[src/rtl/insn_buffer_pkg.sv]
// Shared types for the instruction parcel buffer.
//
// insn_buffer_entry_t : one 16-bit parcel and the tags that travel with it
//                       (PC, ITLB fault, pending interrupt and its cause).
// PARCEL_WIDTH        : width of one instruction parcel.
// IrqCodeWidth        : width of the interrupt cause code carried per parcel.
// is_compressed       : RISC-V length decode of a lowest parcel. Any encoding
//                       whose two low bits are not 2'b11 is a 16-bit instruction.
package insn_buffer_pkg;

  localparam int unsigned PARCEL_WIDTH = 16;
  localparam int unsigned IrqCodeWidth = 4;

  typedef struct packed {
    logic [31:0]             pc;
    logic [PARCEL_WIDTH-1:0] parcel;
    logic                    fault;
    logic                    irq_valid;
    logic [IrqCodeWidth-1:0] irq_code;
  } insn_buffer_entry_t;

  function automatic logic is_compressed(input logic [PARCEL_WIDTH-1:0] parcel);
    return parcel[1:0] != 2'b11;
  endfunction

endpackage

[src/rtl/insn_buffer_storage.sv]
// Parcel storage for insn_buffer.
//
// DEPTH-entry register array with two write ports and two combinational read
// ports. The contents need no reset: the owner tracks validity with its own
// pointers and count.
//
// Ports:
//   clk_i                   clock
//   wr0_en_i/addr_i/data_i  first write port
//   wr1_en_i/addr_i/data_i  second write port (never the same address as port 0)
//   rd0_addr_i, rd0_data_o  read port for the head entry
//   rd1_addr_i, rd1_data_o  read port for the entry after the head
module insn_buffer_storage
  import insn_buffer_pkg::*;
#(
  parameter int unsigned DEPTH = 8,
  localparam int unsigned AW   = $clog2(DEPTH)
) (
  input  logic               clk_i,
  input  logic               wr0_en_i,
  input  logic [AW-1:0]      wr0_addr_i,
  input  insn_buffer_entry_t wr0_data_i,
  input  logic               wr1_en_i,
  input  logic [AW-1:0]      wr1_addr_i,
  input  insn_buffer_entry_t wr1_data_i,
  input  logic [AW-1:0]      rd0_addr_i,
  output insn_buffer_entry_t rd0_data_o,
  input  logic [AW-1:0]      rd1_addr_i,
  output insn_buffer_entry_t rd1_data_o
);

  insn_buffer_entry_t mem_q [DEPTH];

  always_ff @(posedge clk_i) begin
    if (wr0_en_i) begin
      mem_q[wr0_addr_i] <= wr0_data_i;
    end
    if (wr1_en_i) begin
      mem_q[wr1_addr_i] <= wr1_data_i;
    end
  end

  assign rd0_data_o = mem_q[rd0_addr_i];
  assign rd1_data_o = mem_q[rd1_addr_i];

endmodule

[src/rtl/insn_buffer.sv]
// Instruction parcel buffer between the fetch pipe and decode.
//
// Accepts up to two 16-bit parcels per cycle (low, then high) and presents one
// reassembled instruction per cycle: a single parcel when compressed (or when
// the head parcel faulted), otherwise the head parcel and the one after it.
// Reports free space from the registered count so fetch can stall early.
//
// Ports:
//   clk, rst                 clock, synchronous active-high reset
//   flush                    drop all entries; wins over same-cycle writes/reads
//   write_low*, write_high*  parcel enqueue ports with PC/fault/irq tags
//   writable_entry_count     DEPTH minus the registered count
//   read_valid, read_ready   instruction handshake to decode
//   read_pc, read_insn       head PC and instruction (upper half zero if 16-bit)
//   read_compressed          instruction occupies one parcel
//   read_fault               fault on any parcel consumed by this instruction
//   read_irq_valid/code      interrupt tag of the head parcel
module insn_buffer
  import insn_buffer_pkg::*;
#(
  parameter int unsigned DEPTH          = 8,
  // Must equal IrqCodeWidth: the stored entry type carries that many bits.
  parameter int unsigned IRQ_CODE_WIDTH = IrqCodeWidth,
  localparam int unsigned AW            = $clog2(DEPTH),
  localparam int unsigned CW            = $clog2(DEPTH + 1)
) (
  input  logic                      clk,
  input  logic                      rst,
  input  logic                      flush,

  input  logic                      write_low,
  input  logic [31:0]               write_low_pc,
  input  logic [PARCEL_WIDTH-1:0]   write_low_parcel,
  input  logic                      write_low_fault,
  input  logic                      write_low_irq_valid,
  input  logic [IRQ_CODE_WIDTH-1:0] write_low_irq_code,

  input  logic                      write_high,
  input  logic [31:0]               write_high_pc,
  input  logic [PARCEL_WIDTH-1:0]   write_high_parcel,
  input  logic                      write_high_fault,
  input  logic                      write_high_irq_valid,
  input  logic [IRQ_CODE_WIDTH-1:0] write_high_irq_code,

  output logic [CW-1:0]             writable_entry_count,

  output logic                      read_valid,
  input  logic                      read_ready,
  output logic [31:0]               read_pc,
  output logic [31:0]               read_insn,
  output logic                      read_compressed,
  output logic                      read_fault,
  output logic                      read_irq_valid,
  output logic [IRQ_CODE_WIDTH-1:0] read_irq_code
);

  logic [AW-1:0] head_q, head_d;
  logic [AW-1:0] tail_q, tail_d;
  logic [CW-1:0] count_q, count_d;

  insn_buffer_entry_t low_entry, high_entry;
  insn_buffer_entry_t wr0_data;
  logic               wr0_en, wr1_en;
  logic [AW-1:0]      tail_plus1;
  logic [AW-1:0]      head_plus1;

  insn_buffer_entry_t head_entry, next_entry;
  logic               head_single;
  logic               pop;
  logic [1:0]         pop_n;
  logic [1:0]         req_n;
  logic [1:0]         wr_n;
  logic               overflow;

  // ---------------------------------------------------------------------------
  // Write side
  // ---------------------------------------------------------------------------
  always_comb begin
    low_entry           = '0;
    low_entry.pc        = write_low_pc;
    low_entry.parcel    = write_low_parcel;
    low_entry.fault     = write_low_fault;
    low_entry.irq_valid = write_low_irq_valid;
    low_entry.irq_code  = write_low_irq_code;

    high_entry           = '0;
    high_entry.pc        = write_high_pc;
    high_entry.parcel    = write_high_parcel;
    high_entry.fault     = write_high_fault;
    high_entry.irq_valid = write_high_irq_valid;
    high_entry.irq_code  = write_high_irq_code;
  end

  assign req_n = {1'b0, write_low} + {1'b0, write_high};

  // A slot freed by a same-cycle pop may be refilled, so a write at full is
  // accepted alongside a read. Anything beyond that is dropped whole.
  always_comb begin
    logic [CW:0] room;
    room     = {1'b0, writable_entry_count} + (CW + 1)'(pop_n);
    overflow = (CW + 1)'(req_n) > room;
  end

  assign wr_n = overflow ? 2'd0 : req_n;

  // Port 0 always takes the first parcel at tail (low if present, else high);
  // port 1 only ever carries the high parcel of a pair.
  assign tail_plus1 = tail_q + AW'(1);
  assign wr0_en     = !flush && (wr_n != 2'd0);
  assign wr1_en     = !flush && (wr_n == 2'd2);
  assign wr0_data   = write_low ? low_entry : high_entry;

  // ---------------------------------------------------------------------------
  // Storage
  // ---------------------------------------------------------------------------
  assign head_plus1 = head_q + AW'(1);

  insn_buffer_storage #(
    .DEPTH(DEPTH)
  ) u_storage (
    .clk_i      (clk),
    .wr0_en_i   (wr0_en),
    .wr0_addr_i (tail_q),
    .wr0_data_i (wr0_data),
    .wr1_en_i   (wr1_en),
    .wr1_addr_i (tail_plus1),
    .wr1_data_i (high_entry),
    .rd0_addr_i (head_q),
    .rd0_data_o (head_entry),
    .rd1_addr_i (head_plus1),
    .rd1_data_o (next_entry)
  );

  // ---------------------------------------------------------------------------
  // Read side: classify the head from registered entries only
  // ---------------------------------------------------------------------------
  // A faulting head goes out on its own so decode can raise the fault even if
  // the upper half was never fetched.
  assign head_single = is_compressed(head_entry.parcel) || head_entry.fault;

  assign writable_entry_count = CW'(DEPTH) - count_q;

  assign read_valid = ((count_q != '0) && head_single) || (count_q >= CW'(2));

  always_comb begin
    read_pc         = head_entry.pc;
    read_irq_valid  = head_entry.irq_valid;
    read_irq_code   = head_entry.irq_code;
    read_compressed = head_single;
    if (head_single) begin
      read_insn  = {{(32 - PARCEL_WIDTH){1'b0}}, head_entry.parcel};
      read_fault = head_entry.fault;
    end else begin
      read_insn  = {next_entry.parcel, head_entry.parcel};
      read_fault = head_entry.fault | next_entry.fault;
    end
  end

  assign pop   = read_valid && read_ready;
  assign pop_n = !pop ? 2'd0 : (head_single ? 2'd1 : 2'd2);

  // ---------------------------------------------------------------------------
  // Pointer and count state
  // ---------------------------------------------------------------------------
  always_comb begin
    head_d  = head_q;
    tail_d  = tail_q;
    count_d = count_q;
    if (flush) begin
      head_d  = '0;
      tail_d  = '0;
      count_d = '0;
    end else begin
      head_d  = head_q + AW'(pop_n);
      tail_d  = tail_q + AW'(wr_n);
      count_d = count_q + CW'(wr_n) - CW'(pop_n);
    end
  end

  always_ff @(posedge clk) begin
    if (rst) begin
      head_q  <= '0;
      tail_q  <= '0;
      count_q <= '0;
    end else begin
      head_q  <= head_d;
      tail_q  <= tail_d;
      count_q <= count_d;
    end
  end

  // The fetch pipe promises never to exceed the available space.
  a_no_overflow : assert property (@(posedge clk) disable iff (rst || flush) !overflow)
    else $error("insn_buffer: write overflow, parcels dropped");

endmodule

[config.mk]
export PLATFORM = sky130hd
export DESIGN_NAME = insn_buffer
export DESIGN_NICKNAME = d
export VERILOG_FILES = /design/src/rtl/insn_buffer_pkg.sv /design/src/rtl/insn_buffer_storage.sv /design/src/rtl/insn_buffer.sv
export SDC_FILE = /design/constraint.sdc
export NUM_CORES = 1
export LEC_CHECK = 0
export CAP_MARGIN = 20
export CORE_AREA = 5 5 201 203
export CTS_CLUSTER_DIAMETER = 100
export DETAILED_ROUTE_END_ITERATION = 16
export DIE_AREA = 0 0 206 208
export PLACE_DENSITY = 0.86
export SETUP_SLACK_MARGIN = 0.02
export SLEW_MARGIN = 20
export SYNTH_ARGS = -nofsm -noshare
export SYNTH_HDL_FRONTEND = slang
export SYNTH_SLANG_ARGS = --single-unit
[constraint.sdc]
create_clock -name clk -period 12.2 [get_ports clk]
set_input_delay 1.22 -clock clk [delete_from_list [all_inputs] [get_ports clk]]
set_output_delay 1.22 -clock clk [all_outputs]
set_load 0.01 [all_outputs]
# Yosys cells after proc, flatten, opt, wreduce, memory -nomap -nowiden
# Memories as Yosys holds them, arrays and structs flattened. A register that Yosys moved wholly into a read port is not among the register bits.
# Cells that the tools add are included.
# classes
add_sub_neg	9
n_lt_le_gt_ge	2
eq_ne	2
mux	11
n_bitwise	1
n_reduce_logical	10
# op_table
cell	n
$mux W54	1
$mux W32	1
$add A3 B1 Y3 const B	2
$add A3 B2 Y3	2
$mux W2	3
$add A4 B2 Y5	1
$gt A2 B5 Y1	1
$mux W1	5
$add A4 B2 Y4	1
$ge A4 B2 Y1 const B	1
$logic_and A1 B1 Y1	4
$reduce_bool A4 Y1	1
$sub A4 B2 Y4	1
$sub A4 B4 Y4 const A	1
$mux W3	1
$add A1 B1 Y2	1
$eq A2 B2 Y1 const B	1
$logic_or A1 B1 Y1	2
$ne A2 B2 Y1 const B	1
$reduce_bool A2 Y1	1
$reduce_or A2 Y1	1
$logic_not A1 Y1	1
$or A1 B1 Y1	1
# totals
ff_bits	10
ram_bits	432
input_bits	114
elab_cells	39
n_memories	1
# memory_table
memory	words	width	rd	rd_clocked_by_memory_dff	wr	line	text
u_storage.mem_q	8	54	2	1	2	insn_buffer_storage.sv:32	insn_buffer_entry_t mem_q [DEPTH];

# Longest topological paths before layout
# logic_depth
ltp_word	13
ltp_mapped	21
ltp_nobuf	19

# Cells and area by module
# Synthesis repeated with hierarchy kept, for this count alone.
# hier_totals
cells_unflattened	1496
hier_area_um2	26341.5
# modules_own_cells
mod	n_inst	cells_each	area_per_inst_um2	seq_area_each_um2
insn_buffer_storage	1	1318	24703.7	12972.4
insn_buffer	1	178	1637.8	200.2

# Worst setup path before layout
# No wires, ideal clock.
# synth_timing
path_type	register to register
start	reg head_q[0] (netlist name)
end	mem u_storage.mem_q[5][0] (netlist name), enable pin
setup_ns	0.546
t_arrival_ns	7.518
required_time_ns	11.654
setup_slack_ns	4.136
path_stages_with_launch	16
path_buffers	3
cell_sequence	dfxtp_1 > buf_4 > mux4_2 > nand2b_1 > o32a_1 > clkbuf_1 > o211a_1 > ha_1 > inv_1 > fa_1 > ha_1 > nor2b_1 > o2111ai_2 > buf_6 > nor2_1 > o31ai_1
# synth_rtl
item	line
end: declaration	insn_buffer_storage.sv:32

==> flow_summary.yaml <==
finish:
  fillers: 2309
  antennaDiodeCount: 0
  drive_above_1_share_pct: 47.6
  stdcell_count: 2114
  seq_area_um2: 13200
  finish.utilization_pct: 73.0
  multiInputGateArea_um2: 10600
  fin_nets: 1696
  area_growth_pct: 14.9
clock_tree:
  cts_resized: 0
  clk_pin_slew_ns: 0.07
  cts_buffers: 45
  cts_sinks: 442
  max-clock-path-buffers: 3
  cts_tree: "built"
  cts-root-buf: "clkbuf_16"
  cts_hold_buf: 0
  post-cts-setup-buffers: 0
  h-tree-depth: 2
  insertion_delay_ns: 0.54
yosys:
  synth-seq-cells: 442
  ys.flop_type: "edfxtp_1"
  synth.top_cell.area_share_pct: 53.3
  ys_seq_area_share_pct: 54.1
  synthArstFlopShare_pct: 0
  synth.largest_area_cell: "edfxtp_1"
  synthesis.nets: 1527
  synth_edf_count: 432
  synthDistinctLibCells: 41
  yosys_warnings: 0
  post_synth_most_frequent_cells: "mux2_2, edfxtp_1, mux4_2"
  syn_avg_cell_area_um2: 17.5
  synth_area_leaders: "edfxtp_1, mux2_2, mux4_2"
  synth_most_common_cell: "mux2_2"
  synth.cell_area_um2: 24300
  syn_inst: 1392
pwr:
  power_frac_clock_pct: 29.5
  power_density_nw_per_um2: 159
  p_sw_share_pct: 27.9
  p_int_uw: 3210
  p_seq_share_pct: 41.9
  max-vdd-ir-drop_mv: 0.105
  p_leak_uw: 0.00919
  p_switching_uw: 1240
  p_comb_share_pct: 28.6
place:
  place_congestion: 0.796
  port_buffers: 189
  place_inst: 2032
  hpwl_um: 33300
critical_path:
  cp-end-kind: "flip-flop"
  crit_type: "flip-flop to flip-flop"
  crit_path_start_kind: "flip-flop"
  arrival_ns: 7.35
  required_ns: 12.38
  cp_max_fo: 42
timing:
  rsz0062_at_grt: "false"
  max_slew_margin_pct: 25.2
  finalHoldViolCount: 0
  drv_slew: 0
  setup_violations: 0
  min_period_ns: 7.17
  fin_crit_sh_pct: 58.8
  final.setup_skew_ns: 0.0122
  fmax_ghz: 0.139
  final.setup.tns_ns: 0
  worst_pin_slew_ns: 1.12
global_routing:
  antenna_found_initial: 1
  grt_pass1_wl_um: 89300
  grtUsageTotal_pct: 27.0
  overflow: 0
  grt_max_degree: 65
  grt_pass1_vias: 14804
status:
  run_status: "complete, no violations"
floorplanning:
  rows: 72
  initial_core_util_pct: 63.5
  io_pins: 190
  core_um2: 38300
  die_y_um: 208
  dieArea_um2: 42800
  die_x_um: 206
route:
  drt_wl_total_um: 58000
  drt.antenna.violating_nets: 0
  first_pass_iters: 5
  drt_iter0_markers: 1060
  num_vias: 13952
  wl_per_cell_um: 27.4
  vias_per_cell: 6.60
  drc: 0
run:
  drv_cap: 0
worst_hold_path:
  hp-class: "flip-flop to flip-flop"
critical path, stage by stage, from the launching register on:
cell and delay (ns):
dfxtp_4 0.80, buf_4 0.62, mux4_2 0.60, nand2_1 0.11
o32a_1 0.24, o211a_1 0.23, ha_1 0.19, inv_1 0.06
fa_1 0.48, ha_1 0.31, nor2b_1 0.14, o2111ai_2 0.87
o21ai_1 0.48, o21ai_4 0.96, buf_4 0.63
cell families (layout without fill, tap and decap cells):
family                   after synthesis  in the layout  synth area share, %
buffers and inverters                114            318                 2.91
flip-flops                           442            442                 54.1
multiplexers                         682            682                 38.5
AND/OR/NAND/NOR                       77             77                 1.41
XOR/XNOR                               9              9                0.324
adder cells (fa/ha/maj)               21             21                 1.23
AO/OA/AOI/OAI                         47             47                 1.46
metrics by stage:
stage	hold slack [ns]	instance area (um2)	power, uW	setup WS [ns]
6_report	0.643	27900	4450	5.03
5_1_grt	0.687	27900	4630	4.62
4_1_cts	0.637	27900	4470	4.76
3_5_place_dp	0.625	26600	3170	4.78
3_3_place_gp	0.619	26600	3130	5.01
2_1_floorplan	0.581	24300	2710	4.14
path summary, 6_finish.rpt:
kind / cells past startpoint / startpoint / slack [ns] / endpoint
max: 14 / head_q[0] / 5.03 / u_storage.mem_q[3][29]
min: 2 / tail_q[2] / 0.64 / tail_q[2]
max reg2reg: 14 / head_q[0] / 5.03 / u_storage.mem_q[3][29]
min reg2reg: 2 / tail_q[2] / 0.64 / tail_q[2]
power groups by stage:
stage	clock (uW)	sequential (uW)	combinational [uW]
6_report	1310	1860	1270
5_1_grt	1390	1870	1370
4_1_cts	1320	1860	1280
3_5_place_dp	0	1900	1270
3_3_place_gp	0	1890	1240
2_1_floorplan	0	1870	840
flip-flops by register name, indices dropped and copies added, names as in the netlist:
| register | flops |
|---|---|
| head_q | 3 |
| count_q | 4 |
| tail_q | 3 |
| u_storage.mem_q | 432 |
placed cells by master (no fill, tap or decap), types with 8 or more instances in the layout:
cell type,Yosys,layout
clkbuf_1,30,14
clkbuf_16,0,47
clkinv_1,0,10
a21oi_1,17,17
o21ai_4,6,12
nor2_1,12,12
nand2_1,42,42
clkdlybuf4s50_1,0,188
inv_1,20,20
nor3_1,8,8
edfxtp_1,432,432
mux2_4,25,25
mux2_2,482,482
ha_1,16,15
mux2_1,30,30
buf_4,4,28
mux4_2,142,142
final cells by class:
cell class	count	area share [%]
Timing Repair Buffer	216	7.49
Clock buffer	61	4.40
Multi-Input combinational cell	836	37.8
Tap cell	518	2.32
Inverter	20	0.269
Sequential cell	442	47.2
Clock inverter	21	0.533
layer usage:
layer	vias to the layer above	track usage, %	wire length [um]
li1	6009	-	-
met1	7251	37.5	22600
met2	608	46.2	30000
met3	82	3.92	4210
met4	2	5.44	1080
met5	-	0	7
Power figures use the tool's default switching activity.
